===== src/rtl/boot_pkg.sv =====
// Shared types and widths for the boot loader: FSM state encoding and
// stream/word geometry.
package boot_pkg;

  localparam int unsigned WORD_W = 32;
  localparam int unsigned BYTE_W = 8;
  localparam int unsigned BCNT_W = 2;

  typedef enum logic [2:0] {
    HDR,
    LOAD,
    CSUM,
    DONE,
    ERR
  } state_e;

endpackage


===== src/rtl/boot_loader_byte_packer.sv =====
// Little-endian assembler: collects 4 bytes into a 32-bit word, first byte
// in bits [7:0]. word/word_valid are combinational on the 4th strobe.
module byte_packer
  import boot_pkg::*;
(
  input  logic              clk,
  input  logic              rst,
  input  logic [BYTE_W-1:0] in_byte,
  input  logic              strobe,
  input  logic              clear,
  output logic [WORD_W-1:0] word,
  output logic              word_valid
);

  logic [BCNT_W-1:0]        cnt_q, cnt_d;
  logic [WORD_W-BYTE_W-1:0] low_q, low_d;

  // Lower three bytes shift in from the top so byte 0 lands at [7:0].
  assign word       = {in_byte, low_q};
  assign word_valid = strobe && (cnt_q == '1);

  always_comb begin
    cnt_d = cnt_q;
    low_d = low_q;
    if (clear) begin
      cnt_d = '0;
      low_d = '0;
    end else if (strobe) begin
      cnt_d = cnt_q + BCNT_W'(1);
      low_d = {in_byte, low_q[WORD_W-BYTE_W-1:BYTE_W]};
    end
  end

  always_ff @(posedge clk or negedge rst) begin
    if (!rst) begin
      cnt_q <= '0;
      low_q <= '0;
    end else begin
      cnt_q <= cnt_d;
      low_q <= low_d;
    end
  end

endmodule


===== src/rtl/boot_loader.sv =====
// Streams a length-prefixed, XOR-checksummed program image into instruction
// memory and holds the core in reset until the image verifies.
module boot_loader
  import boot_pkg::*;
#(
  parameter int unsigned IMEM_WORDS = 1024,
  parameter int unsigned ADDR_W     = $clog2(IMEM_WORDS)
) (
  input  logic              clk,
  input  logic              rst,
  input  logic [BYTE_W-1:0] in_data,
  input  logic              in_valid,
  output logic              in_ready,
  output logic              imem_we,
  output logic [ADDR_W-1:0] imem_addr,
  output logic [WORD_W-1:0] imem_wdata,
  output logic              core_rst,
  output logic              done,
  output logic              err
);

  state_e              state_q, state_d;
  logic [ADDR_W:0]     idx_q, idx_d;
  logic [ADDR_W:0]     n_q, n_d;
  logic [WORD_W-1:0]   csum_q, csum_d;
  logic                we_q, we_d;
  logic [ADDR_W-1:0]   addr_q, addr_d;
  logic [WORD_W-1:0]   wdata_q, wdata_d;

  logic                accept;
  logic [WORD_W-1:0]   word;
  logic                word_valid;

  assign in_ready = (state_q == HDR) || (state_q == LOAD) || (state_q == CSUM);
  assign accept   = in_valid && in_ready;

  byte_packer u_packer (
    .clk        (clk),
    .rst        (rst),
    .in_byte    (in_data),
    .strobe     (accept),
    .clear      (!in_ready),
    .word       (word),
    .word_valid (word_valid)
  );

  always_comb begin
    state_d = state_q;
    idx_d   = idx_q;
    n_d     = n_q;
    csum_d  = csum_q;
    we_d    = 1'b0;
    addr_d  = addr_q;
    wdata_d = wdata_q;
    if (word_valid) begin
      unique case (state_q)
        HDR: begin
          if (word > WORD_W'(IMEM_WORDS)) begin
            state_d = ERR;
          end else if (word == '0) begin
            state_d = CSUM;
          end else begin
            state_d = LOAD;
            n_d     = word[ADDR_W:0];
            idx_d   = '0;
          end
        end
        LOAD: begin
          we_d    = 1'b1;
          addr_d  = idx_q[ADDR_W-1:0];
          wdata_d = word;
          csum_d  = csum_q ^ word;
          idx_d   = idx_q + (ADDR_W+1)'(1);
          if (idx_d == n_q) state_d = CSUM;
        end
        CSUM: state_d = (word == csum_q) ? DONE : ERR;
        default: state_d = state_q;
      endcase
    end
  end

  always_ff @(posedge clk or negedge rst) begin
    if (!rst) begin
      state_q <= HDR;
      idx_q   <= '0;
      n_q     <= '0;
      csum_q  <= '0;
      we_q    <= 1'b0;
      addr_q  <= '0;
      wdata_q <= '0;
    end else begin
      state_q <= state_d;
      idx_q   <= idx_d;
      n_q     <= n_d;
      csum_q  <= csum_d;
      we_q    <= we_d;
      addr_q  <= addr_d;
      wdata_q <= wdata_d;
    end
  end

  assign imem_we    = we_q;
  assign imem_addr  = addr_q;
  assign imem_wdata = wdata_q;
  assign done       = (state_q == DONE);
  assign err        = (state_q == ERR);
  assign core_rst   = (state_q != DONE);

endmodule


===== config.mk =====
export PLATFORM = sky130hd
export DESIGN_NAME = boot_loader
export DESIGN_NICKNAME = d
export VERILOG_FILES = /design/src/rtl/boot_pkg.sv /design/src/rtl/boot_loader_byte_packer.sv /design/src/rtl/boot_loader.sv
export SDC_FILE = /design/constraint.sdc
export NUM_CORES = 1
export LEC_CHECK = 0
export CORE_ASPECT_RATIO = 1.25
export CORE_MARGIN = 10
export CORE_UTILIZATION = 50
export CTS_BUF_LIST = sky130_fd_sc_hd__clkbuf_8
export CTS_CLUSTER_DIAMETER = 80
export DETAILED_ROUTE_END_ITERATION = 8
export HOLD_SLACK_MARGIN = 0.06
export PLACE_DENSITY = 0.72
export SLEW_MARGIN = 25
export SYNTH_ARGS = -nofsm -noshare
export SYNTH_HDL_FRONTEND = slang
export SYNTH_SLANG_ARGS = --single-unit

===== constraint.sdc =====
create_clock -name clk -period 5.55 [get_ports clk]
set_input_delay 1.11 -clock clk [delete_from_list [all_inputs] [get_ports clk]]
set_output_delay 1.11 -clock clk [all_outputs]
set_load 0.005 [all_outputs]

==> results.tsv <==
metric	value	unit
drt_iter0_drc	263	
grt_overflow	0	
wl_per_cell	16.9	um
synth.area.top_cells	dfrtp_1, nand2_1, xnor2_1	
hold_viol	0	
ys_seq_area_share	55.3	%
fp.coreArea	11100	um2
diodes	0	
dpl.hpwl	8.79	mm
relSlewSlack	42.6	%
fmax	0.293	GHz
synth_top_family_by_area	simple AND/OR/NAND/NOR gates	
slew_violations	0	
crit_fanout	50	
power_density	313	nW/um2
cp.required	5.87	ns
power.share.switching	30.8	%
synth_top_area_share	55.3	%
grt_pass1_vias	4064	
start_util	51.2	%
post-cts-setup-buffer-count	0	
syn_area_per_cell	10.4	um2
clkPwrFrac	35.2	%
reg2reg_to	state_q[0]	
drive_gt1_share	8.94	%
p_comb_share	13.8	%
slowest_stage	inv_2	
tightest_slew	0.860	ns
synth_compound_area_share	5.42	%
min_to	imem_addr[7]	
run_status	finished, final reports clean	
finClkSkew	0.0160	ns
cts.path.max_buffers	2	
min_from	imem_addr[7]	
cts_tree	done	
synth.most_common_cell	nand2_1	
use_met1	20.2	%
die-area	16100	um2
crit_chain	clkdlybuf4s50_1 -> buf_4 -> nand2_1 -> nor3_1 -> nand2_2 -> inv_2 -> nand2_1 -> xnor2_1	
timing.critical_path.slowest_cell_delay	0.64	ns
cts.repair.resized	0	
vias_per_cell	5.37	
synth_nets	560	
numCtsBuffers	17	
cts_hold_buffers	0	
first_pass_iters	5	
area_delta_synth_final	18.3	%
p_total	2.11	mW
cap_violations	0	
synth_flop_cell	dfrtp_1	
ys_seq_elements	126	
portBuffers	57	
synth_adder_area_share	0.439	%
min_period	3.41	ns
worstSetupStartpoint	in_valid	
clkSinkCount	126	
grt.busiest_layer	met2	
whs_path_depth	2	
timing.rr.start	idx_q[0]	
synth_mux_area_share	7.41	%
seqPwrFrac	51.0	%
setup_slack	2.14	ns
syn_area	5710	um2
cp-end-kind	register	
grt_pass1_wl	21.1	mm
nets	615	
leakagePower	3.41	nW
dp_cells	718	
cellInternalPower	1.46	mW
path_clk_slew	0.08	ns
fp.dieW	116	um
use_met3	4.60	%
cp-start-kind	primary input	
whs	0.473	ns
crit_arrival	3.72	ns
postSynthCellCount	547	
crit_type	in2reg	
synth.distinct_cells	49	
met2_usage	26.3	%
fin_cells	750	
synth_simple_gate_area_share	17.3	%
setup_violations	0	
finalSetupTns	0	ns
antenna_found_initial	0	
rsz0062_at_grt	false	
synth-edff-count	0	
rows	43	
clockRootBuffer	clkbuf_8	
fill_cells	929	
post-place-ws	1.62	ns
p_sw	0.651	mW
htreeDepth	4	
synth_common_cells	nand2_1, dfrtp_1, xnor2_1	
place_congestion	0.874	
top_level_ports	58	
yosys_warnings	0	
worst_path_most_repeated_cell	nand2_1	
die_y	139	um
ir_worst_vdd	186	uV
clk_latency	0.43	ns
postSynth.asyncResetShare	100	%
finalCritPeriodShare	61.4	%
grt_use_total	16.5	%
hold_path.class	reg2reg	
grt_start_max_net_pins	83	
drt_wl_total	12.7	mm
antenna_left	0	
vias	4030	
synth-xor-area-share	12.0	%
drcViolationCount	0	
ff2ff_path_depth	7	
r2r_setup_slack	2.88	ns
yosys.area.top_type	dfrtp_1	
[metrics by stage]
step / utilization [%] / instance area, um2
2_1_floorplan: - / 5710
3_3_place_gp: 57.2 / 6370
3_5_place_dp: 57.2 / 6370
4_1_cts: 60.5 / 6740
5_1_grt: 60.6 / 6750
6_report: 60.6 / 6750
[worst max path at each step]
| stage | to | cells after the start | slack, ns |
|---|---|---|---|
| after floorplan | n_q[0] | 6 | 3.00 |
| after global placement | n_q[10] | 6 | 1.72 |
| after detailed placement | n_q[10] | 6 | 1.62 |
| after CTS | n_q[10] | 6 | 2.08 |
| after global routing | csum_q[1] | 8 | 1.97 |
| final | csum_q[4] | 8 | 2.14 |
[final cells by class]
| type | instances | area (um2) | area share (%) |
|---|---|---|---|
| flip-flops and latches | 126 | 3150 | 46.7 |
| multi-input cells | 392 | 2440 | 36.1 |
| repair buffers | 61 | 602 | 8.92 |
| clock buffers | 17 | 234 | 3.47 |
| well taps | 135 | 169 | 2.50 |
| clock inverters | 15 | 139 | 2.06 |
| inverters | 4 | 15.0 | 0.222 |
[state kept, by name, summed over array words and instances (netlist names)]
register and cells:
imem_addr 10, u_packer.cnt_q 2, state_q 3, u_packer.low_q 24, csum_q 32, imem_we 1, n_q 11, idx_q 11
imem_wdata 32
[power groups by stage]
stage               clock network (mW)  registers [mW]  logic (mW)
floorplan                            0            1.04       0.212
global placement                     0            1.09       0.284
detailed placement                   0            1.09       0.293
CTS                              0.766            1.07       0.296
global route                     0.806            1.09       0.329
finish                           0.743            1.08       0.292
[cells in the final DEF (no fill, tap or decap), types with 2 or more instances in the layout]
master | netlist | layout
mux2i_1 | 25 | 25
o31ai_1 | 4 | 4
clkinv_2 | 0 | 2
nor2b_1 | 2 | 2
and4_1 | 3 | 3
mux2_4 | 10 | 10
nand4_1 | 7 | 7
and2_1 | 2 | 2
dfrtp_1 | 126 | 126
o21ai_0 | 8 | 8
xnor2_1 | 44 | 44
clkbuf_8 | 0 | 17
nor3_1 | 5 | 5
nand2_1 | 139 | 138
a211o_1 | 2 | 2
a211oi_1 | 2 | 2
inv_1 | 3 | 3
nor2_1 | 38 | 38
xor2_1 | 34 | 34
and3_1 | 5 | 5
clkdlybuf4s50_1 | 0 | 56
clkinv_4 | 0 | 3
o21ai_1 | 11 | 11
nor4_1 | 15 | 15
nand3_1 | 8 | 8
clkinvlp_4 | 0 | 5
a21oi_1 | 3 | 3
buf_4 | 0 | 4
inv_6 | 0 | 4
ha_1 | 2 | 2
a21o_1 | 3 | 3
[critical path, delay by kind of cell]
family,cells,cell delay (ns)
buffers and inverters,3,1.49
XOR/XNOR,1,0.18
AND/OR/NAND/NOR,4,0.92
[kinds of logic (layout without fill, tap and decap cells)]
kind of cell,count (synthesis),after routing
AOI/OAI and AO/OA,46,46
buffers and inverters,29,97
and+or+nand+nor,229,229
adders and majority gates,2,2
xor gates and xnor gates,78,78
DFF,126,126
muxes,37,37
[metal layers]
metal / share of wire, % / routed length [um]
met5: 0 / 0
met2: 50 / 6390
met3: 4.8 / 609
met1: 43 / 5470
met4: 1.8 / 233
(Power assumes the default switching activity.)
